## src/rtl/irq_controller.sv

```systemverilog
// irq_controller: latches NSRC interrupt sources, masks and prioritises them,
// drives the CPU IRQ/IRQn/IRQAck handshake and blocks nesting until EOI.
// Memory-mapped at BASE_ADDR+0..+3: MASK, PENDING (W1C), EOI, STATUS.
// Build option: define IRQ_EDGE_EN for rising-edge sources (level otherwise).
module irq_controller #(
    parameter int unsigned NSRC      = 8,
    parameter logic [13:0] BASE_ADDR = 14'h3FF0,
    parameter logic [11:0] VEC_BASE  = 12'h010
) (
    input  logic            clk,
    input  logic            rst,
    input  logic [NSRC-1:0] src,
    input  logic [13:0]     busAddr,
    input  logic [31:0]     busWrData,
    input  logic            busWrEn,
    output logic [31:0]     busRdData,
    output logic            IRQ,
    output logic [11:0]     IRQn,
    input  logic            IRQAck
);

    localparam logic [1:0] S_IDLE = 2'd0;
    localparam logic [1:0] S_REQ  = 2'd1;
    localparam logic [1:0] S_REL  = 2'd2;

    logic [1:0]      state;
    logic [1:0]      state_nxt;
    logic [NSRC-1:0] mask;
    logic [NSRC-1:0] pending;
    logic [NSRC-1:0] set_vec;
    logic [NSRC-1:0] clr_vec;
    logic [NSRC-1:0] cand;
    logic            in_service;
    logic            in_service_nxt;
    logic            irq_nxt;
    logic [11:0]     irqn_nxt;
    logic [3:0]      active;
    logic [3:0]      active_nxt;
    logic [3:0]      sel;
    logic            found;
    logic            ack_clr;
    logic [13:0]     off;
    logic            in_range;
    logic            wr_mask;
    logic            wr_w1c;
    logic            wr_eoi;
    logic [31:0]     rd_nxt;
    logic            unused_wdata;

    // Register window decode; addresses below BASE_ADDR wrap to large offsets
    assign off      = busAddr - BASE_ADDR;
    assign in_range = (off < 14'd4);
    assign wr_mask  = busWrEn & in_range & (off == 14'd0);
    assign wr_w1c   = busWrEn & in_range & (off == 14'd1);
    assign wr_eoi   = busWrEn & in_range & (off == 14'd2);

    assign unused_wdata = ^busWrData[31:NSRC];

`ifdef IRQ_EDGE_EN
    logic [NSRC-1:0] src_q;

    // Previous source sample for rising-edge detection
    always_ff @(posedge clk) begin
        if (rst) begin
            src_q <= '0;
        end else begin
            src_q <= src;
        end
    end

    assign set_vec = src & ~src_q;
`else
    assign set_vec = src;
`endif

    assign cand = pending & mask;

    // Lowest enabled pending index wins
    always_comb begin
        sel   = 4'd0;
        found = 1'b0;
        for (int i = NSRC - 1; i >= 0; i--) begin
            if (cand[i]) begin
                sel   = 4'(i);
                found = 1'b1;
            end
        end
    end

    // Handshake next-state and next request outputs
    always_comb begin
        state_nxt  = state;
        irq_nxt    = IRQ;
        irqn_nxt   = IRQn;
        active_nxt = active;
        ack_clr    = 1'b0;
        case (state)
            S_IDLE: begin
                if (!in_service && found) begin
                    state_nxt  = S_REQ;
                    irq_nxt    = 1'b1;
                    irqn_nxt   = VEC_BASE + 12'(sel);
                    active_nxt = sel;
                end
            end
            S_REQ: begin
                if (IRQAck) begin
                    state_nxt = S_REL;
                    irq_nxt   = 1'b0;
                    ack_clr   = 1'b1;
                end
            end
            S_REL: begin
                if (!IRQAck) begin
                    state_nxt = S_IDLE;
                end
            end
            default: state_nxt = S_IDLE;
        endcase
    end

    // Clear sources (W1C and ack) and in-service update; ack sets, EOI clears
    always_comb begin
        clr_vec = '0;
        for (int i = 0; i < NSRC; i++) begin
            clr_vec[i] = (wr_w1c & busWrData[i]) | (ack_clr & (active == 4'(i)));
        end
        in_service_nxt = in_service;
        if (ack_clr) begin
            in_service_nxt = 1'b1;
        end else if (wr_eoi) begin
            in_service_nxt = 1'b0;
        end
    end

    // Read mux; EOI and out-of-window addresses read zero
    always_comb begin
        rd_nxt = 32'd0;
        if (in_range) begin
            case (off[1:0])
                2'd0:    rd_nxt = 32'(mask);
                2'd1:    rd_nxt = 32'(pending);
                2'd3:    rd_nxt = {24'd0, active, 2'b00, IRQ, in_service};
                default: rd_nxt = 32'd0;
            endcase
        end
    end

    // FSM state register
    always_ff @(posedge clk) begin
        if (rst) begin
            state <= S_IDLE;
        end else begin
            state <= state_nxt;
        end
    end

    // Registers and outputs; a set event beats any clear of the same bit
    always_ff @(posedge clk) begin
        if (rst) begin
            mask       <= '0;
            pending    <= '0;
            in_service <= 1'b0;
            active     <= 4'd0;
            IRQ        <= 1'b0;
            IRQn       <= 12'd0;
            busRdData  <= 32'd0;
        end else begin
            if (wr_mask) begin
                mask <= busWrData[NSRC-1:0];
            end
            pending    <= (pending & ~clr_vec) | set_vec;
            in_service <= in_service_nxt;
            active     <= active_nxt;
            IRQ        <= irq_nxt;
            IRQn       <= irqn_nxt;
            busRdData  <= rd_nxt;
        end
    end

endmodule

```

## config.mk

```make
export PLATFORM = sky130hd
export DESIGN_NAME = irq_controller
export DESIGN_NICKNAME = d
export VERILOG_FILES = /design/src/rtl/irq_controller.sv
export SDC_FILE = /design/constraint.sdc
export NUM_CORES = 1
export LEC_CHECK = 0
export BUFFER_PORTS_ARGS = -buffer_cell sky130_fd_sc_hd__buf_2
export CORE_ASPECT_RATIO = 1.5
export CORE_MARGIN = 2
export CORE_UTILIZATION = 48
export DETAILED_ROUTE_END_ITERATION = 12
export GPL_ROUTABILITY_DRIVEN = 1
export PLACE_DENSITY = 0.95
export REMOVE_ABC_BUFFERS = 1
export SYNTH_ARGS = -nofsm -noshare
export SYNTH_HDL_FRONTEND = slang
export SYNTH_SLANG_ARGS = --single-unit
```

## constraint.sdc

```tcl
create_clock -name clk -period 4 [get_ports clk]
set_input_delay 0.6 -clock clk [delete_from_list [all_inputs] [get_ports clk]]
set_output_delay 0.6 -clock clk [all_outputs]
set_load 0.02 [all_outputs]
```

# ---- Word-level counts from Yosys, hierarchy flattened
# Index checks and enable logic that the tools add are counted.
dict set report classes {
  n_mux 28
  n_reduce_logical 12
  div_mod_pow 0
  n_eq_ne 16
  mul 0
  n_shift 0
  bitwise 33
  order_cmp 1
  addsub 2
}
# operator count
set op_table {}
lappend op_table {{4-bit 2-to-1 mux} 7}
lappend op_table {{8-bit case mux with 3 select lines} 1}
lappend op_table {{1-bit AND} 20}
lappend op_table {{8-bit AND} 2}
lappend op_table {{4-bit by 3-bit == test with 1-bit output, second input constant} 4}
lappend op_table {{14-bit by 1-bit == test with 1-bit output, second input constant} 1}
lappend op_table {{14-bit by 2-bit == test with 1-bit output, second input constant} 1}
lappend op_table {{14-bit zero test} 1}
lappend op_table {{14-bit by 3-bit < comparator with 1-bit output, second input constant} 1}
lappend op_table {{1-bit 2-to-1 mux} 14}
lappend op_table {{14-bit subtractor, second input constant} 1}
lappend op_table {{4-bit by 2-bit == test with 1-bit output, second input constant} 2}
lappend op_table {{8-bit NOT} 1}
lappend op_table {{1-bit bitwise OR} 8}
lappend op_table {{8-bit bitwise OR} 1}
lappend op_table {{5-bit by 4-bit adder with 6-bit output, first input constant} 1}
lappend op_table {{2-bit 2-to-1 mux} 3}
lappend op_table {{2-bit inequality test, second input constant} 3}
lappend op_table {{2-bit case mux with 3 select lines} 1}
lappend op_table {{3-bit AND reduction} 2}
lappend op_table {{2-bit by 1-bit == test with 1-bit output, second input constant} 2}
lappend op_table {{2-bit == test, second input constant} 2}
lappend op_table {{4-bit by 1-bit == test with 1-bit output, second input constant} 1}
lappend op_table {{2-bit zero test} 2}
lappend op_table {{other kinds (9)} 10}
dict set report word_totals {
  romBits 0
  memories 0
  output_inout_bits 45
  ramBits 0
  register_bits 68
  in_bits 58
  word_cells 100
  latch_bits 0
}

# ---- Longest topological paths before layout
dict set report depth {
  word_depth 12
  mapped_depth 6
  mapped_depth_nobuf 4
}

# ---- Least setup slack after synthesis
# No wires, ideal clock.
dict set report synth_timing {
  path_kind {input port to flip-flop}
  start {in busAddr[2]}
  end {reg mask[7]}
  path_slack_ns 2.350
  n_path_buf 2
  arrival_time_ns 1.523
  cell_stages 6
  t_required_ns 3.872
  setup_ns 0.128
  cell_sequence {and4bb_1 -> buf_4 -> and4_1 -> buf_6 -> mux2i_1 -> nor2_1}
}
dict set report synth_between {
  elab_chain_len 4
  word_cells_on_any_way 5
  cone_classes {add/sub: 1; order compare: 1; bitwise: 2; reduce/logical: 1}
}
# element line
set synth_lines {}
lappend synth_lines {{from (decl)} 13} ;# input logic [13:0] busAddr,
lappend synth_lines {{14-bit subtractor *} 51} ;# assign off = busAddr - BASE_ADDR;
lappend synth_lines {{14-bit by 3-bit < comparator with 1-bit output} 52} ;# assign in_range = (off < 14'd4);
lappend synth_lines {{1-bit AND} 53} ;# assign wr_mask = busWrEn & in_range & (off == 14'd0);
lappend synth_lines {{1-bit AND *} 53}
lappend synth_lines {{to (signal assigned)} 170} ;# mask <= busWrData[NSRC-1:0];
lappend synth_lines {{to (decl)} 28} ;# logic [NSRC-1:0] mask;
# Mark *: on every way between the ends. The rest lies on a longest branch, timed or not.
# A chain may end at the register's enable or synchronous reset.

# ---- Final worst setup path
# Same ends and word-level chain as after synthesis.

==> flow_metrics.tcl <==
set metrics [dict create \
    status "finished clean" \
    fin_skew_ps 8.66 \
    postLayoutCoreUtil_pct 55.9 \
    min_path_type "reg2reg" \
    yosysSeqAreaShare_pct 34.7 \
    cp-end-kind "flop" \
    worstSetupStartpointType "primary input" \
    cts.htree.levels 2 \
    postCtsSetupBuffers 0 \
    dr_total_vias 1696 \
    synth.distinct_cells 40 \
    min_to "IRQn[4]$_SDFFE_PP0P_" \
    finalMaxSlewViolations 0 \
    synth_most_common_cell "buf_4" \
    grt_antenna_before_repair 0 \
    grt_pass1_vias 1555 \
    rsz0062_at_grt "false" \
    path_clk_slew_ps 70 \
    pre_cts_slack_ps 1840 \
    grt_max_degree 29 \
    numPortBuffers 46 \
    peakVddDrop_mv 0.291 \
    die_h_um 80.0 \
    setup_viol 0 \
    clockBufferDepth 2 \
    timing.fmax_mhz 538 \
    clk_latency_ps 290 \
    die_w_um 54.7 \
    tns_ps 0 \
    fillers 328 \
    cts_tree "yes" \
    syn_area_per_cell_um2 8.72 \
    holdBufCountCts 0 \
    cts-root-buf "clkbuf_8" \
    grt_pass1_wl_um 6710 \
    grt.overflow.total 0 \
    synth-async-reset-ratio_pct 0 \
    synth_area_leaders "dfxtp_1 35%, buf_4 13%, mux2i_1 8.7%, nor2_1 6.5%, a31oi_1 4.4%" \
    critPathLaunch "busAddr[2]" \
    regToRegEndpoint "active[1]$_SDFFE_PP0P_" \
    slew_headroom_pct 63.7 \
    wire_per_inst_um 14.3 \
    core_area_um2 3680 \
    cts.repair.resized 0 \
    routabilityCongestion 0.923 \
    setup_ws_ps 2140 \
    ys_warn_count 0 \
    io_pins 103 \
    drive_gt1_share_pct 23.2 \
    worstPathRequired_ps 4170 \
    min_from "IRQn[4]$_SDFFE_PP0P_" \
    maxCapViolCount 0 \
    start_util_pct 50.2 \
    drc 0 \
    post-route-period-util_pct 46.5 \
    dp_hpwl_um 3240 \
    drt_wl_total_um 4260 \
    tightest_slew_ps 545 \
    hold_violations 0 \
    synth_edf_count 0 \
    syn_inst 212 \
    critical_path_class "in2reg" \
    num_rows 27 \
    vias_per_cell 5.71 \
    drtAntennaViolNets 0 \
    cts_buffers 5 \
    area_growth_syn_to_layout_pct 11.3 \
    r2r_start "pending[6]$_SDFF_PP0_" \
    diodes 0 \
    placed_cells 289 \
    clkSinkCount 32 \
    synth_top_area_share_pct 34.7 \
    finalNonFillerCells 297 \
    synth.top_cells.by_count "33 x buf_4, 32 x dfxtp_1, 32 x nor2_1, 16 x mux2i_1, 13 x a31oi_1" \
    r2r_setup_slack_ps 2530 \
    power_density_nw_per_um2 345 \
    crit_fanout 10 \
    reg2regPathDepth 4 \
    cp.arrival_ps 2030 \
    syn_area_um2 1850 \
    min_period_ps 1860 \
    layout.nets 311 \
    p_leak_nw 0.888 \
    die-area_um2 4370 \
    drt-pass1-iter-count 6 \
    synth-seq-cells 32 \
    holdPathStages 2 \
    grt_usage_pct 21.3 \
    synthFlopType "dfxtp_1" \
    synth.largest_area_cell "dfxtp_1" \
    drtIter0Drc 87 \
]
worst max path at each step:
stage	cells after the start	slack (ps)	endpoint
after detailed placement	5	1840	mask[7]$_SDFFE_PP0P_
final	5	2140	mask[7]$_SDFFE_PP0P_
after global placement	5	1850	mask[5]$_SDFFE_PP0P_
after CTS	5	2150	mask[7]$_SDFFE_PP0P_
after floorplan	4	2160	mask[0]$_SDFFE_PP0P_
after global routing	5	2020	mask[7]$_SDFFE_PP0P_
layout make-up:
class	instances	area, um2	area share (%)
Tap cell	43	53.8	2.62
Timing Repair Buffer	46	230	11.2
Inverter	1	3.75	0.182
Clock inverter	2	35.0	1.70
Multi-Input combinational cell	167	1020	49.6
Clock buffer	6	72.6	3.53
Sequential cell	32	641	31.1
cell usage in the layout (no fill, tap or decap), types with 2 or more instances in the layout:
cell,count
a31oi_1,13
clkbuf_8,5
nor2_1,32
nor2b_1,2
mux2i_1,16
and4b_1,8
nor4_1,3
nand3_1,3
a22oi_1,4
conb_1,32
and4bb_1,2
buf_2,46
nand4_1,8
nor3b_1,2
nand2_1,12
a22o_1,2
dfxtp_1,32
a21oi_1,8
and4_1,3
routing by layer:
layer,vias to the layer above,share of wire [%],global-route usage (%)
li1,787,-,-
met1,772,34,21.7
met2,112,52,35.2
met3,25,9.0,5.24
met4,0,5.7,16.5
met5,-,0,0
sequential cells by signal, indices dropped and copies added, names as in the netlist:
| name | flops |
|---|---|
| mask | 8 |
| IRQ | 1 |
| in_service | 1 |
| IRQn | 2 |
| busRdData | 8 |
| state | 2 |
| pending | 8 |
| active | 2 |
worst max-delay path, stage by stage:
cell and delay, ps:
buf_2 90, and4bb_1 480, and4_1 550, mux2i_1 250
nor2_1 50
power breakdown:
group          internal, mW  switching (mW)  leakage [nW]
clock network         0.185           0.118        0.0552
logic                0.0221          0.0532         0.572
registers             0.324         0.00724         0.260
total                 0.531           0.179         0.888
cell families (layout without fill, tap and decap cells):
family | after synthesis | count (layout) | synth area share (%)
flip-flops | 32 | 32 | 34.7
buffers and inverters | 44 | 55 | 16.4
other | 1 | 32 | 0.203
multiplexers | 16 | 16 | 8.67
AND/OR/NAND/NOR | 83 | 83 | 25.7
XOR/XNOR | 1 | 1 | 0.474
AO/OA/AOI/OAI | 35 | 35 | 13.9
per-stage QoR:
| stage | area, um2 | power [mW] | hold WS (ps) |
|---|---|---|---|
| global route | 2060 | 0.730 | 536 |
| CTS | 2060 | 0.711 | 495 |
| floorplan | 1670 | 0.379 | 466 |
| finish | 2060 | 0.710 | 485 |
| detailed placement | 1950 | 0.412 | 480 |
| global placement | 1950 | 0.410 | 448 |
Note: power is estimated with default switching activity, not from simulation.
